File: src/rtl/sha256_padder.sv
// SHA-256/224 message padder: packs a 32-bit byte stream into 512-bit blocks,
// appending the 0x80 marker, zero fill and the 64-bit big-endian bit length.
module sha256_padder #(
   parameter int unsigned BlockWidth = 512,
   parameter int unsigned LenWidth   = 64
) (
   input  logic                  clk_i,
   input  logic                  rst_i,
   input  logic                  clear_i,
   input  logic [31:0]           in_data_i,
   input  logic [2:0]            in_bytes_i,
   input  logic                  in_last_i,
   input  logic                  in_valid_i,
   output logic                  in_ready_o,
   output logic [BlockWidth-1:0] block_o,
   output logic                  block_valid_o,
   output logic                  block_last_o,
   input  logic                  block_ready_i,
   output logic                  busy_o
);

   localparam int unsigned WordWidth = 32;
   localparam int unsigned NumWords  = BlockWidth / WordWidth;
   localparam int unsigned NumBytes  = BlockWidth / 8;
   localparam int unsigned CntWidth  = LenWidth - 3;
   localparam int unsigned IdxWidth  = $clog2(NumWords);
   localparam int unsigned PosWidth  = $clog2(NumBytes) + 1;
   localparam int unsigned LenStart  = NumBytes - LenWidth / 8;

   localparam logic [1:0] S_COLLECT = 2'd0;
   localparam logic [1:0] S_EMIT    = 2'd1;
   localparam logic [1:0] S_EXTRA   = 2'd2;

   logic [1:0]            state_q, state_d;
   logic [IdxWidth-1:0]   w_q, w_d;
   logic [CntWidth-1:0]   cnt_q, cnt_d;
   logic                  extra_q, extra_d;
   logic                  pad_first_q, pad_first_d;
   logic [BlockWidth-1:0] block_q, block_d;
   logic                  last_q, last_d;
   logic                  in_ready_q, valid_q, busy_q;

   logic [2:0]            n;
   logic [PosWidth-1:0]   w4;
   logic [PosWidth-1:0]   p;
   logic [CntWidth-1:0]   cnt_last;
   logic [LenWidth-1:0]   len_last;
   logic [BlockWidth-1:0] pad_block;
   logic [BlockWidth-1:0] extra_block;
   logic [7:0]            byte_v;

   // Final-block and trailing-block images, built from the current word position
   always_comb begin
      n        = (in_bytes_i > 3'd4) ? 3'd4 : in_bytes_i;
      w4       = PosWidth'({w_q, 2'b00});
      p        = w4 + PosWidth'(n);
      cnt_last = cnt_q + CntWidth'(n);
      len_last = {cnt_last, 3'b000};
      byte_v   = 8'h00;
      pad_block = '0;
      for (int unsigned b = 0; b < NumBytes; b++) begin
         if (PosWidth'(b) < w4) begin
            byte_v = block_q[BlockWidth-1-8*b -: 8];
         end else if (PosWidth'(b) < p) begin
            byte_v = in_data_i[31-8*(b%4) -: 8];
         end else if (PosWidth'(b) == p) begin
            byte_v = 8'h80;
         end else begin
            byte_v = 8'h00;
         end
         pad_block[BlockWidth-1-8*b -: 8] = byte_v;
      end
      if (p < PosWidth'(LenStart)) begin
         pad_block[LenWidth-1:0] = len_last;
      end

      extra_block = '0;
      extra_block[BlockWidth-1 -: 8] = pad_first_q ? 8'h80 : 8'h00;
      extra_block[LenWidth-1:0]      = {cnt_q, 3'b000};
   end

   // Next-state logic
   always_comb begin
      state_d     = state_q;
      w_d         = w_q;
      cnt_d       = cnt_q;
      extra_d     = extra_q;
      pad_first_d = pad_first_q;
      block_d     = block_q;
      last_d      = last_q;

      unique case (state_q)
         S_COLLECT: begin
            if (in_valid_i) begin
               if (in_last_i) begin
                  block_d = pad_block;
                  cnt_d   = cnt_last;
                  w_d     = '0;
                  state_d = S_EMIT;
                  if (p < PosWidth'(LenStart)) begin
                     last_d      = 1'b1;
                     extra_d     = 1'b0;
                     pad_first_d = 1'b0;
                  end else begin
                     last_d      = 1'b0;
                     extra_d     = 1'b1;
                     pad_first_d = (p == PosWidth'(NumBytes));
                  end
               end else begin
                  for (int unsigned i = 0; i < NumWords; i++) begin
                     if (w_q == IdxWidth'(i)) begin
                        block_d[BlockWidth-1-WordWidth*i -: WordWidth] = in_data_i;
                     end
                  end
                  cnt_d = cnt_q + CntWidth'(4);
                  w_d   = w_q + IdxWidth'(1);
                  if (w_q == IdxWidth'(NumWords - 1)) begin
                     state_d = S_EMIT;
                     last_d  = 1'b0;
                  end
               end
            end
         end
         S_EMIT: begin
            if (block_ready_i) begin
               if (extra_q) begin
                  state_d = S_EXTRA;
                  block_d = extra_block;
                  last_d  = 1'b1;
               end else begin
                  state_d = S_COLLECT;
                  last_d  = 1'b0;
                  if (last_q) begin
                     cnt_d = '0;
                  end
               end
            end
         end
         S_EXTRA: begin
            if (block_ready_i) begin
               state_d = S_COLLECT;
               last_d  = 1'b0;
               cnt_d   = '0;
               extra_d = 1'b0;
            end
         end
         default: begin
            state_d = S_COLLECT;
            last_d  = 1'b0;
         end
      endcase

      // Abort wins over any transfer or handshake in the same cycle
      if (clear_i) begin
         state_d = S_COLLECT;
         w_d     = '0;
         cnt_d   = '0;
         extra_d = 1'b0;
         last_d  = 1'b0;
      end
   end

   always_ff @(posedge clk_i or posedge rst_i) begin
      if (rst_i) begin
         state_q     <= S_COLLECT;
         w_q         <= '0;
         cnt_q       <= '0;
         extra_q     <= 1'b0;
         pad_first_q <= 1'b0;
         block_q     <= '0;
         last_q      <= 1'b0;
         in_ready_q  <= 1'b1;
         valid_q     <= 1'b0;
         busy_q      <= 1'b0;
      end else begin
         state_q     <= state_d;
         w_q         <= w_d;
         cnt_q       <= cnt_d;
         extra_q     <= extra_d;
         pad_first_q <= pad_first_d;
         block_q     <= block_d;
         last_q      <= last_d;
         in_ready_q  <= (state_d == S_COLLECT);
         valid_q     <= (state_d != S_COLLECT);
         busy_q      <= (w_d != '0) || (cnt_d != '0) || (state_d != S_COLLECT);
      end
   end

   assign in_ready_o    = in_ready_q;
   assign block_o       = block_q;
   assign block_valid_o = valid_q;
   assign block_last_o  = last_q;
   assign busy_o        = busy_q;

endmodule

File: config.mk
export PLATFORM = sky130hd
export DESIGN_NAME = sha256_padder
export DESIGN_NICKNAME = d
export VERILOG_FILES = /design/src/rtl/sha256_padder.sv
export SDC_FILE = /design/constraint.sdc
export NUM_CORES = 2
export LEC_CHECK = 0
export CAP_MARGIN = 15
export CELL_PAD_IN_SITES_DETAIL_PLACEMENT = 1
export CELL_PAD_IN_SITES_GLOBAL_PLACEMENT = 1
export CORE_MARGIN = 3
export CORE_UTILIZATION = 43
export CTS_CLUSTER_SIZE = 25
export DETAILED_ROUTE_END_ITERATION = 8
export PLACE_DENSITY = 0.94
export SLEW_MARGIN = 0
export SYNTH_ARGS = -nofsm -noshare
export SYNTH_HDL_FRONTEND = slang
export SYNTH_SLANG_ARGS = --single-unit
File: constraint.sdc
create_clock -name clk_i -period 48.1 [get_ports clk_i]
set_input_delay 14.43 -clock clk_i [delete_from_list [all_inputs] [get_ports clk_i]]
set_output_delay 14.43 -clock clk_i [all_outputs]
set_load 0.01 [all_outputs]
==> results.cfg <==
[clocking]
htreeDepth = 3
cts-root-buf = clkbuf_16
insertion_delay_ns = 0.64
hold_buffers = 0
postCtsSetupBuffers = 0
clock-sinks = 585
cts_max_path_buffers = 3
cts_tree = built
cts_buffers = 68
path_clk_slew_ns = 0.07
cts-resized-gates = 0

[timing]
clock_skew_ns = 0.03550
max_freq_ghz = 0.05096
rsz0062_at_grt = no
layout_setup_ws_ns = 28.48
period_share_pct = 40.80
tightest_slew_ns = 1.319
drv_slew = 0
min_period_ns = 19.62
hold_violations = 0
finalSetupViolCount = 0
slew_headroom_pct = 12.08
final.setup.tns_ns = 0

[synth]
yosysTopAreaCell = dfrtp_1
synth_edf_count = 0
synth_area_leaders = dfrtp_1 50%, nand2_1 8.4%, o31ai_1 8.1%, o21ai_0 4.2%, clkbuf_1 3.2%
synth.cell_area_mm2 = 0.02926
syn_avg_cell_area_um2 = 8.982
synth_top_area_share_pct = 49.95
yosys_most_used_dff = dfrtp_1
synth_cell_types = 90
synthesis.nets = 3309
ys_warn_count = 0
ys_async_sr_fraction_pct = 100.0
synthCells = 3257
synthTopCellsByCount = 651 x nand2_1, 584 x dfrtp_1, 314 x o31ai_1
ys_ff_latch = 585
synth_seq_area_share_pct = 50.04
synth_most_common_cell = nand2_1

[power]
p_int_mw = 1.040
pwr-share-seq_pct = 38.3
switching_power_mw = 0.5480
pwr-share-comb_pct = 25.5
p_clk_share_pct = 36.2
p_leak_nw = 15.31
power_mw = 1.588
power_density_mw_per_mm2 = 42.02
swShare_pct = 34.52
ir_worst_vdd_uv = 24.48

[global_route]
grt_max_degree = 123
antenna_found_initial = 8
gr-total-overflow = 0
grt_pass1_vias = 34050
grt_first_pass_wirelength_um = 257300
grtUsageTotal_pct = 49.98

[floorplan]
coreArea_mm2 = 0.06657
fp.dieArea_mm2 = 0.07120
rows = 94
die_y_um = 266.8
die_w_um = 266.8
initial_core_util_pct = 43.95
io_pins = 557

[final_layout]
utilization_pct = 56.76
final_area_mm2 = 0.03778
nets = 3705
regArea_mm2 = 0.01464
final_layout_size_suffix_gt1_share_pct = 6.830
syn2layout_area_growth_pct = 29.15
multi_input_area_mm2 = 0.01337
fill_cells = 7298

[critical_path]
critPathRequiredTime_ns = 48.63
crit_path_max_fanout = 17
cp-start-kind = primary input
arrival_ns = 20.15
crit_type = primary input to flop
end_kind = flop

[routing]
drt_iter0_markers = 4878
wire_per_inst_um = 39.80
drc = 0
ant_nets = 0
routed_wl_um = 182100
num_vias = 33782
routed_via_density = 7.386
dr.pass1.iters = 8

[outcome]
status = finished clean

[placed_design]
place_ws_ns = 28.27
io_buffers = 556
dp_hpwl_um = 119200
gp_congestion = 1.066
dpl_cell_area_mm2 = 0.03529

[flow_run]
maxCapViolations = 0

[min_path]
hold_class = flop to flop
==> final cells by class <==
type	count	share of cell area (%)
clock buffers	90	5.173
flip-flops and latches	585	38.75
diodes	6	0.03974
clock inverters	31	1.179
repair buffers	626	16.21
multi-input cells	2333	35.38
well taps	864	2.861
inverters	39	0.4073
==> routing by layer <==
| layer | track usage [%] | up-vias | share of wire (%) |
|---|---|---|---|
| met5 | 2.703 | - | 0.17 |
| met4 | 44.49 | 10 | 12 |
| met3 | 19.87 | 1178 | 13 |
| met2 | 75.13 | 3049 | 43 |
| met1 | 54.48 | 16802 | 33 |
| li1 | - | 12743 | - |
==> final timing paths <==
| path | slack, ns | cells past startpoint | start | to |
|---|---|---|---|---|
| max | 28.48 | 13 | in_bytes_i[2] | block_o[367]$_DFFE_PP0P_ |
| min | 0.48 | 2 | block_o[387]$_DFFE_PP0P_ | block_o[387]$_DFFE_PP0P_ |
| max reg2reg | 42.48 | 12 | w_q[0]$_DFF_PP0_ | block_o[367]$_DFFE_PP0P_ |
| min reg2reg | 0.48 | 2 | block_o[387]$_DFFE_PP0P_ | block_o[387]$_DFFE_PP0P_ |
| max in group asynchronous | 31.16 | 4 | rst_i | cnt_q[15]$_DFF_PP0_ |
| min in group asynchronous | 14.29 | 2 | rst_i | block_o[212]$_DFFE_PP0P_ |
==> worst max-delay path, cell delays in order <==
cell             delay (ns)
clkdlybuf4s50_1        0.61
ha_1                   0.38
ha_1                   0.35
nand2b_1               0.20
mux2i_1                0.13
buf_4                  0.26
nand2_1                0.35
a311oi_2               1.12
nor2b_1                0.72
o21a_1                 0.53
o31a_1                 0.59
nor2_1                 0.11
o41ai_1                0.35
==> power groups by stage <==
stage	Combinational, mW	Clock, mW	Sequential, mW
2_1_floorplan	0.113	0	0.628
3_3_place_gp	0.355	0	0.601
3_5_place_dp	0.371	0	0.608
4_1_cts	0.383	0.568	0.604
5_1_grt	0.414	0.591	0.610
6_report	0.405	0.575	0.608
==> flip-flops by register name, summed over array words and instances, names as in the netlist <==
| register | cells |
|---|---|
| block_o | 512 |
| state_q | 2 |
| cnt_q | 61 |
| busy_o | 1 |
| block_valid_o | 1 |
| pad_first_q | 1 |
| w_q | 4 |
| block_last_o | 1 |
| in_ready_o | 1 |
| extra_q | 1 |
==> cells in the final DEF, fill, tap and decap left out, drive strengths merged, types with 25 or more instances in the layout <==
master         synthesis  final
nand2                651    651
dfrtp                584    584
clkdlybuf4s50          0    555
o31ai                314    314
o21ai                250    250
nor2                 221    221
a21oi                149    149
clkbuf               254     91
nor3                  71     71
buf                   46     70
nand3                 64     64
nand4                 59     59
nor4                  44     44
inv                   38     44
a31oi                 43     43
a32o                  43     43
o41ai                 28     28
a221oi                26     26
or4                   25     25
==> kinds of logic (layout without fill, tap and decap cells) <==
group                      count (synthesis)  count (layout)  synth area share, %
AOI/OAI and AO/OA                       1054            1054                24.64
xor gates and xnor gates                  15              15               0.4491
adders and majority gates                 11              11               0.4961
buffers and inverters                    339             786                4.773
DFF                                      585             585                50.04
muxes                                     14              14               0.4961
other                                      0               6                    0
and+or+nand+nor                         1239            1239                19.10
==> stage by stage <==
step	instances	hold slack [ns]
2_1_floorplan	3257	0.4436
3_3_place_gp	4440	0.4519
3_5_place_dp	4441	0.4648
4_1_cts	4562	0.4813
5_1_grt	4570	0.5065
6_report	4574	0.4794
Note: power is estimated with default switching activity, not from simulation.
